==> src/rtl/keypad_if.sv <==
// Keypad scanner signal bundle: matrix lines on one side, key events on the other.
interface keypad_if;
    logic [3:0] key_row;   // active-low rows from the keypad
    logic [3:0] key_col;   // one-hot active-low column drive
    logic [3:0] key_code;  // last accepted key
    logic       key_valid; // one-cycle new-press strobe
    logic       key_digit; // key_code is 0-9, qualified by key_valid
    logic       key_busy;  // a key is being debounced or held

    // Scanner side
    modport master (
        input  key_row,
        output key_col,
        output key_code,
        output key_valid,
        output key_digit,
        output key_busy
    );

    // Keypad / consumer side
    modport slave (
        output key_row,
        input  key_col,
        input  key_code,
        input  key_valid,
        input  key_digit,
        input  key_busy
    );
endinterface

==> src/rtl/keypad_scan.sv <==
// 4x4 membrane keypad scanner: column rotation, 2-flop row synchroniser, press/release
// debounce, one key_valid pulse per physical press.
module keypad_scan #(
    parameter int unsigned SCAN_TICKS   = 4,
    parameter int unsigned DEBOUNCE_CNT = 20
) (
    input  logic     clk,
    input  logic     rst,
    keypad_if.master kp
);

    localparam int unsigned DW = $clog2(SCAN_TICKS + 1);
    localparam int unsigned CW = $clog2(DEBOUNCE_CNT + 1);

    typedef enum logic [1:0] {StScan, StDebPress, StHeld} state_e;

    state_e         state_q, state_d;
    logic [3:0]     rs_meta, rs;
    logic [1:0]     col_q, col_d;
    logic [DW-1:0]  dwell_q, dwell_d;
    logic [CW-1:0]  cnt_q, cnt_d;
    logic [3:0]     lat_q, lat_d;
    logic [3:0]     code_q, code_d;
    logic           valid_q, valid_d;
    logic           digit_q, digit_d;
    logic [3:0]     press_code;
    logic           single_row;

    // Row pattern (exactly one low bit) and column to key code.
    function automatic logic [3:0] key_map(input logic [3:0] row_n, input logic [1:0] col);
        logic [1:0] r;
        logic [3:0] code;
        r = 2'd0;
        unique case (row_n)
            4'b1110: r = 2'd0;
            4'b1101: r = 2'd1;
            4'b1011: r = 2'd2;
            4'b0111: r = 2'd3;
            default: r = 2'd0;
        endcase
        case ({r, col})
            4'd0:    code = 4'h1;
            4'd1:    code = 4'h2;
            4'd2:    code = 4'h3;
            4'd3:    code = 4'hA;
            4'd4:    code = 4'h4;
            4'd5:    code = 4'h5;
            4'd6:    code = 4'h6;
            4'd7:    code = 4'hB;
            4'd8:    code = 4'h7;
            4'd9:    code = 4'h8;
            4'd10:   code = 4'h9;
            4'd11:   code = 4'hC;
            4'd12:   code = 4'hE;
            4'd13:   code = 4'h0;
            4'd14:   code = 4'hF;
            default: code = 4'hD;
        endcase
        return code;
    endfunction

    // Two-flop synchroniser for the asynchronous row inputs.
    always_ff @(posedge clk or negedge rst) begin
        if (!rst) begin
            rs_meta <= 4'b1111;
            rs      <= 4'b1111;
        end else begin
            rs_meta <= kp.key_row;
            rs      <= rs_meta;
        end
    end

    assign single_row = ($countones(~rs) == 1);
    // While debouncing rs equals the latched pattern, so rs decodes the key in every state.
    assign press_code = key_map(rs, col_q);

    // Next-state: scan, press debounce, release debounce.
    always_comb begin
        state_d = state_q;
        col_d   = col_q;
        dwell_d = dwell_q;
        cnt_d   = cnt_q;
        lat_d   = lat_q;
        code_d  = code_q;
        valid_d = 1'b0;
        digit_d = 1'b0;
        unique case (state_q)
            StScan: begin
                if (dwell_q == DW'(SCAN_TICKS - 1)) begin
                    dwell_d = '0;
                    if (single_row) begin
                        lat_d = rs;
                        if (DEBOUNCE_CNT <= 1) begin
                            valid_d = 1'b1;
                            code_d  = press_code;
                            digit_d = (press_code <= 4'd9);
                            cnt_d   = '0;
                            state_d = StHeld;
                        end else begin
                            cnt_d   = CW'(1);
                            state_d = StDebPress;
                        end
                    end else begin
                        col_d = col_q + 2'd1;
                    end
                end else begin
                    dwell_d = dwell_q + DW'(1);
                end
            end
            StDebPress: begin
                if (rs == lat_q) begin
                    if (cnt_q >= CW'(DEBOUNCE_CNT - 1)) begin
                        valid_d = 1'b1;
                        code_d  = press_code;
                        digit_d = (press_code <= 4'd9);
                        cnt_d   = '0;
                        state_d = StHeld;
                    end else begin
                        cnt_d = cnt_q + CW'(1);
                    end
                end else begin
                    cnt_d   = '0;
                    dwell_d = '0;
                    col_d   = col_q + 2'd1;
                    state_d = StScan;
                end
            end
            StHeld: begin
                if (rs == 4'b1111) begin
                    if (cnt_q >= CW'(DEBOUNCE_CNT - 1)) begin
                        cnt_d   = '0;
                        dwell_d = '0;
                        col_d   = col_q + 2'd1;
                        state_d = StScan;
                    end else begin
                        cnt_d = cnt_q + CW'(1);
                    end
                end else begin
                    cnt_d = '0;
                end
            end
            default: state_d = StScan;
        endcase
    end

    // State and output registers.
    always_ff @(posedge clk or negedge rst) begin
        if (!rst) begin
            state_q <= StScan;
            col_q   <= 2'd0;
            dwell_q <= '0;
            cnt_q   <= '0;
            lat_q   <= 4'b1111;
            code_q  <= 4'h0;
            valid_q <= 1'b0;
            digit_q <= 1'b0;
        end else begin
            state_q <= state_d;
            col_q   <= col_d;
            dwell_q <= dwell_d;
            cnt_q   <= cnt_d;
            lat_q   <= lat_d;
            code_q  <= code_d;
            valid_q <= valid_d;
            digit_q <= digit_d;
        end
    end

    assign kp.key_col   = ~(4'b0001 << col_q);
    assign kp.key_code  = code_q;
    assign kp.key_valid = valid_q;
    assign kp.key_digit = digit_q;
    assign kp.key_busy  = (state_q != StScan);

endmodule

==> src/flat_wrapper.sv <==
// flat-port wrapper written by rule: the top's interface ports become plain ports
module keypad_scan_flat 
#(
    parameter int unsigned SCAN_TICKS   = 4,
    parameter int unsigned DEBOUNCE_CNT = 20
)
  (clk, rst, kp_key_row, kp_key_col, kp_key_code, kp_key_valid, kp_key_digit, kp_key_busy);
  keypad_if kp_i ();
  input  logic clk;
  input  logic rst;
  input wire logic [$bits(kp_i.key_row)-1:0] kp_key_row;
  output wire logic [$bits(kp_i.key_col)-1:0] kp_key_col;
  output wire logic [$bits(kp_i.key_code)-1:0] kp_key_code;
  output wire logic [$bits(kp_i.key_valid)-1:0] kp_key_valid;
  output wire logic [$bits(kp_i.key_digit)-1:0] kp_key_digit;
  output wire logic [$bits(kp_i.key_busy)-1:0] kp_key_busy;
  assign kp_i.key_row = kp_key_row;
  assign kp_key_col = kp_i.key_col;
  assign kp_key_code = kp_i.key_code;
  assign kp_key_valid = kp_i.key_valid;
  assign kp_key_digit = kp_i.key_digit;
  assign kp_key_busy = kp_i.key_busy;
  keypad_scan #(.SCAN_TICKS(SCAN_TICKS), .DEBOUNCE_CNT(DEBOUNCE_CNT)) u_core (.clk(clk), .rst(rst), .kp(kp_i));
endmodule
==> config.mk <==
export PLATFORM = sky130hd
export DESIGN_NAME = keypad_scan_flat
export DESIGN_NICKNAME = d
export VERILOG_FILES = /design/src/rtl/keypad_if.sv /design/src/rtl/keypad_scan.sv /design/src/flat_wrapper.sv
export SDC_FILE = /design/constraint.sdc
export NUM_CORES = 1
export LEC_CHECK = 0
export CAP_MARGIN = 20
export CORE_MARGIN = 1
export CORE_UTILIZATION = 56
export DETAILED_ROUTE_END_ITERATION = 16
export PLACE_DENSITY = 0.79
export RECOVER_POWER = 25
export SLEW_MARGIN = 25
export SYNTH_ARGS = -nofsm -noshare
export SYNTH_HDL_FRONTEND = slang
export SYNTH_SLANG_ARGS = --single-unit
export TNS_END_PERCENT = 100
==> constraint.sdc <==
create_clock -name clk -period 4.5 [get_ports clk]
set_input_delay 1.125 -clock clk [delete_from_list [all_inputs] [get_ports clk]]
set_output_delay 1.125 -clock clk [all_outputs]
set_load 0.05 [all_outputs]
==> results.sh, run 1 <==
export IMPL_cts_buffer_depth=2
export IMPL_switching_share_pct=40.83
export IMPL_cpPeakStageDelay_ns=0.81
export IMPL_gp_congestion=0.8477
export IMPL_tightest_slew_ns=0.7341
export IMPL_pin_count=17
export IMPL_overflow=0
export IMPL_tns_ns=0
export IMPL_die_y_um=57.73
export IMPL_cts_tree="built"
export IMPL_rrSetupSlack_ns=1.82
export IMPL_final_layout_size_suffix_gt1_share_pct=16.67
export IMPL_n_antenna_cell=0
export IMPL_crit_slowest_cell="clkdlybuf4s50_1"
export IMPL_area_growth_pct=14.17
export IMPL_switching_power_uw=406.2
export IMPL_r2r_end="u_core.col_q[1]"
export IMPL_r2r_start="u_core.rs[2]"
export IMPL_worstHoldStart="u_core.rs_meta[2]"
export IMPL_portBuffers=16
export IMPL_grt_antenna_before_repair=0
export IMPL_hold_violations=0
export IMPL_cp_num_cells=4
export IMPL_cts_hold_buf=0
export IMPL_yosys_area_top_type="dfrtp_1"
export IMPL_synth_area_leaders="dfrtp_1, dfstp_2, ha_1, inv_1, xnor2_1"
export IMPL_synth_edf_count=0
export IMPL_dr_pass1_iters=10
export IMPL_vias_per_cell=5.530
export IMPL_critPathLaunchType="flip-flop"
export IMPL_grt_pass1_vias=1217
export IMPL_initial_core_util_pct=60.96
export IMPL_core_mm2=0.002853
export IMPL_grt_usage_pct=20.81
export IMPL_clockPowerShare_pct=16.5
export IMPL_totalWireLength_um=2933
export IMPL_grt_max_degree=17
export IMPL_fillers=228
export IMPL_hold_class="flip-flop to flip-flop"
export IMPL_maxSlewViolCount=0
export IMPL_crit_arrival_ns=2.10
export IMPL_fin_crit_sh_pct=71.69
export IMPL_seq_power_share_pct=38.7
export IMPL_die_area_mm2=0.003333
export IMPL_synth_fp_nets=191
export IMPL_crit_path_max_fanout=9
export IMPL_drv_cap=0
export IMPL_rsz0062_at_grt="no"
export IMPL_syn_area_mm2=0.001739
export IMPL_fin_crit_ns=3.226
export IMPL_routedWlPerCell_um=13.52
export IMPL_cpMostUsedCell="inv_1"
export IMPL_ys_flop_type="dfrtp_1"
export IMPL_violations="DRC"
export IMPL_async_flop_share_pct=100.0
export IMPL_ant_nets=0
export IMPL_placed_cells=209
export IMPL_p_per_area_mw_per_mm2=501.0
export IMPL_fp_row_count=19
export IMPL_syn_inst=164
export IMPL_ir_worst_vdd_mv=0.3541
export IMPL_drt_drc_violations_left=2
export IMPL_final_setup_skew_ns=0.008786
export IMPL_cts_setup_buffers=0
export IMPL_grt_pass1_wl_um=5181
export IMPL_cts_max_level=2
export IMPL_dpl_hpwl_um=2319
export IMPL_vias=1200
export IMPL_path_buf_inv=3
export IMPL_yosysWarnings=0
export IMPL_cts_repair_resize_count=0
export IMPL_p_leak_nw=0.8805
export IMPL_clkTransAtPathRegs_ns=0.09
export IMPL_root_buffer="clkbuf_4"
export IMPL_synthDistinctLibCells=42
export IMPL_worstHoldPathCells=0
export IMPL_hold_end="u_core.rs[2]"
export IMPL_setup_viol=0
export IMPL_outcome="finished with violations"
export IMPL_critical_path_top_delay_family="buffers and inverters"
export IMPL_internal_power_uw=588.6
export IMPL_worstRegToRegCells=9
export IMPL_die_w_um=57.73
export IMPL_drt_iter0_drc=35
export IMPL_cts_sinks=30
export IMPL_crit_required_ns=3.38
export IMPL_synthMostInstantiatedCell="inv_1"
export IMPL_endpoint_kind="output port"
export IMPL_synth_top_cells_by_count="inv_1, ha_1, dfrtp_1"
export IMPL_final_cells=217
export IMPL_synth_top_area_share_pct=25.90
export IMPL_pwr_share_comb_pct=44.8
export IMPL_cts_buffers=5
export IMPL_worstSkewPairLatency_ns=0.33
export IMPL_max_freq_mhz=310.0
export IMPL_critPathKind="flip-flop to output port"
export IMPL_slew_headroom_pct=50.73
export IMPL_yosysSeqAreaShare_pct=44.03
export IMPL_ys_seq_elements=30
export IMPL_nets=212
export IMPL_path_cells="inv_1 -> ha_1 -> inv_1 -> clkdlybuf4s50_1"
export IMPL_avgSynthCellArea_um2=10.60
==> routing by layer <==
layer	routed length (um)	global-route usage, %	part of all wire, %
met4	57	11.90	1.9
met5	0	0	0
met3	94	4.911	3.2
met2	1479	34.05	50
met1	1300	25.33	44
==> state kept, by name (all words and copies together), names as in the netlist <==
signal	flops
u_core.rs_meta	4
u_core.kp.key_digit	1
u_core.kp.key_code	4
u_core.kp.key_valid	1
u_core.cnt_q	5
u_core.lat_q	4
u_core.dwell_q	3
u_core.state_q	2
u_core.col_q	2
u_core.rs	4
==> through the flow <==
stage,util (%),setup WS [ns],hold WS [ns],cell area (um^2),total power [mW]
floorplan,-,2.060,0.3452,1739,0.7110
detailed placement,67.50,1.619,0.3479,1926,0.8383
global placement,67.50,1.671,0.3464,1926,0.8152
finish,69.61,1.274,0.3604,1986,0.9948
global route,69.61,1.141,0.3671,1986,1.071
CTS,69.61,1.261,0.3611,1986,1.004
==> worst max-delay path by stage <==
stage,endpoint,start
2_1_floorplan,u_core.col_q[1],u_core.rs[2]
3_3_place_gp,kp_key_col[0],u_core.col_q[0]
3_5_place_dp,kp_key_col[0],u_core.col_q[0]
4_1_cts,kp_key_col[0],u_core.col_q[0]
5_1_grt,kp_key_col[0],u_core.col_q[0]
6_report,kp_key_col[0],u_core.col_q[0]
==> area by class of cell <==
type	instances	area (um^2)	share of cell area (%)
inverter	22	82.58	4.159
sequential	30	765.7	38.56
tap	31	38.79	1.953
clock inverter	1	5.005	0.2520
timing repair buffer	17	167.7	8.444
multi-input combinational	109	870.8	43.86
clock buffer	7	55.05	2.773
==> power by group through the flow <==
stage	Sequential [mW]	Combinational (mW)	Clock, mW
global placement	0.382	0.433	0
finish	0.385	0.445	0.164
global route	0.393	0.496	0.182
floorplan	0.376	0.335	0
detailed placement	0.390	0.448	0
CTS	0.385	0.449	0.170
==> cells in the final DEF (no fill, tap or decap), types with 2 or more instances in the layout <==
cell type and instances:
dfrtp_1 18, o21a_1 3, mux2_2 3, ha_1 20, nand2b_1 2, o22ai_1 2, o221ai_1 2, nand4_1 2
dfstp_2 12, or3_1 2, nor2b_1 2, o21ai_0 7, clkbuf_4 5, nand2_1 10, nor3b_1 3, nand3_1 7
dlygate4sd3_1 5, mux2_4 3, clkdlybuf4s50_1 11, mux2i_1 3, inv_1 22, nor2_1 6, xnor2_1 6, a21oi_1 7
==> cells by family after synthesis <==
group	share of synthesized area (%)
AND/OR/NAND/NOR	12.52
AO/OA/AOI/OAI	12.73
flip-flops	44.03
buffers and inverters	5.899
adder cells (fa/ha/maj)	15.54
multiplexers	6.259
XOR/XNOR	3.022
Note: power is estimated with default switching activity, not from simulation.
==> run 2, diff against run 1 <==
- clock period: 4.5 -> 3 ns (I/O delays scaled with it)
==> run 2 against run 1 <==
The run ends with DRC, capacitance limit, slew limit left. Clock-buffer cell count is 1 higher. Sequential share of layout area rose by 0.097 points. Critical endpoint is now kp_key_col[2]. Largest power group unchanged. Combinational power up 48%. Total power up 46%. Register-to-register slack got worse by 1.4 ns.
==> results.sh, run 2 (synthesis results as in run 1) <==
export IMPL_portBuffers=16
export IMPL_p_per_area_mw_per_mm2=735.4
export IMPL_path_buf_inv=3
export IMPL_die_area_mm2=0.003333
export IMPL_final_setup_skew_ns=0.008404
export IMPL_drv_cap=1
export IMPL_gp_congestion=0.8802
export IMPL_switching_power_uw=596.3
export IMPL_hold_class="flip-flop to flip-flop"
export IMPL_overflow=0
export IMPL_slew_headroom_pct=-0.7347
export IMPL_holdWs_ns=0.3603
export IMPL_final_layout_size_suffix_gt1_share_pct=15.51
export IMPL_placed_cells=210
export IMPL_drt_iter0_drc=45
export IMPL_crit_arrival_ns=2.04
export IMPL_setup_viol=0
export IMPL_crit_path_max_fanout=9
export IMPL_tns_ns=0
export IMPL_cpMostUsedCell="inv_1"
export IMPL_rsz0062_at_grt="no"
export IMPL_totalWireLength_um=2904
export IMPL_tightest_slew_ns=1.511
export IMPL_violations="DRC, capacitance limit, slew limit"
export IMPL_final_cells=218
export IMPL_pwr_share_comb_pct=45.2
export IMPL_grt_usage_pct=20.26
export IMPL_maxSlewViolCount=31
export IMPL_vias=1231
export IMPL_clkTransAtPathRegs_ns=0.09
export IMPL_fp_row_count=19
export IMPL_cpPeakStageDelay_ns=0.79
export IMPL_root_buffer="clkbuf_4"
export IMPL_layout_common_cells="inv_1, ha_1, dfrtp_1"
export IMPL_ant_nets=0
export IMPL_drt_drc_violations_left=2
export IMPL_pin_count=17
export IMPL_final_common_cell="inv_1"
export IMPL_internal_power_uw=860.2
export IMPL_grt_pass1_vias=1186
export IMPL_switching_share_pct=40.94
export IMPL_area_growth_pct=13.88
export IMPL_cts_hold_buf=0
export IMPL_dpl_hpwl_um=2252
export IMPL_vias_per_cell=5.647
export IMPL_grt_pass1_wl_um=4940
export IMPL_p_leak_nw=0.8769
export IMPL_die_w_um=57.73
export IMPL_crit_required_ns=2.25
export IMPL_routedWlPerCell_um=13.32
export IMPL_worstSkewPairLatency_ns=0.33
export IMPL_cts_sinks=30
export IMPL_hold_violations=0
export IMPL_fin_crit_sh_pct=93.05
export IMPL_grt_antenna_before_repair=0
export IMPL_critPathLaunchType="flip-flop"
export IMPL_fillers=228
export IMPL_regMostFlops="u_core.cnt_q"
export IMPL_cts_tree="built"
export IMPL_cts_buffer_depth=2
export IMPL_endpoint_kind="output port"
export IMPL_core_mm2=0.002853
export IMPL_max_freq_mhz=358.2
export IMPL_n_antenna_cell=0
export IMPL_clockPowerShare_pct=15.2
export IMPL_path_cells="inv_1 -> ha_1 -> inv_1 -> clkdlybuf4s50_1"
export IMPL_cts_buffers=5
export IMPL_grt_max_degree=31
export IMPL_fin_crit_ns=2.792
export IMPL_seq_power_share_pct=39.6
export IMPL_largest_register_ff_count=5
export IMPL_critical_path_top_delay_family="buffers and inverters"
export IMPL_cts_max_level=2
export IMPL_die_y_um=57.73
export IMPL_ir_worst_vdd_mv=0.4637
export IMPL_nets=213
export IMPL_outcome="finished with violations"
export IMPL_initial_core_util_pct=60.96
export IMPL_dr_pass1_iters=10
export IMPL_crit_slowest_cell="clkdlybuf4s50_1"
export IMPL_critPathKind="flip-flop to output port"
## run 2: changes by cell type in the layout (fill, tap and decap cells not counted), sizes merged
cell           delta
clkinv            -1
dlymetal6s2s      +1
clkdlybuf4s50     -1
clkbuf            +2
## run 2: worst paths after layout
kind | slack [ns] | to | from | cells past startpoint
worst max-delay path | 0.21 | kp_key_col[2] | u_core.col_q[0] | 4
worst min-delay path | 0.36 | u_core.rs[2] | u_core.rs_meta[2] | 0
worst max register to register | 0.39 | u_core.cnt_q[2] | u_core.rs[0] | 10
worst min register to register | 0.36 | u_core.rs[2] | u_core.rs_meta[2] | 0
max in group asynchronous | 0.81 | u_core.dwell_q[1] | rst | 2
min in group asynchronous | 1.31 | u_core.kp.key_digit | rst | 2
## run 2: worst reg2reg max path: cells and delay by family (launching register included)
kind	cells	cell delay [ns]
adders and majority gates	3	0.90
and+or+nand+nor	3	0.53
AOI/OAI and AO/OA	2	0.40
buffers and inverters	2	0.12
DFF	1	0.58
## run 2: cell type report
cell class / instances / area [um^2] / area share [%]
clock buffer: 8 / 48.80 / 2.464
inverter: 22 / 82.58 / 4.169
multi-input combinational: 109 / 870.8 / 43.97
sequential: 30 / 765.7 / 38.66
tap: 31 / 38.79 / 1.958
timing repair buffer: 18 / 173.9 / 8.781
## run 2: layer usage
| layer | global-route usage [%] | wire [um] |
|---|---|---|
| met1 | 22.03 | 1288 |
| met2 | 34.55 | 1433 |
| met3 | 7.366 | 114 |
| met4 | 10.88 | 68 |
| met5 | 0 | 0 |
## run 2: stage by stage
| step | setup slack (ns) | power (mW) | utilization, % | cell area, um^2 |
|---|---|---|---|---|
| 2_1_floorplan | 0.5599 | 1.066 | - | 1739 |
| 3_3_place_gp | 0.4925 | 1.226 | 67.76 | 1933 |
| 3_5_place_dp | 0.4157 | 1.246 | 67.76 | 1933 |
| 4_1_cts | 0.09682 | 1.471 | 69.47 | 1982 |
| 5_1_grt | 0.08870 | 1.568 | 69.43 | 1981 |
| 6_report | 0.2084 | 1.457 | 69.43 | 1981 |
## run 2: repair_timing
action,CTS,global route
buffers inserted,0,0
resized for setup,0,1
endpoints found under the setup margin,0,1
endpoints found under the hold margin,0,0
## run 2: power groups by stage
stage	clock network [mW]	registers, mW	logic, mW
after floorplan	0	0.564	0.502
after global placement	0	0.579	0.647
after detailed placement	0	0.584	0.662
after CTS	0.229	0.577	0.666
after global routing	0.250	0.590	0.728
final	0.221	0.577	0.659
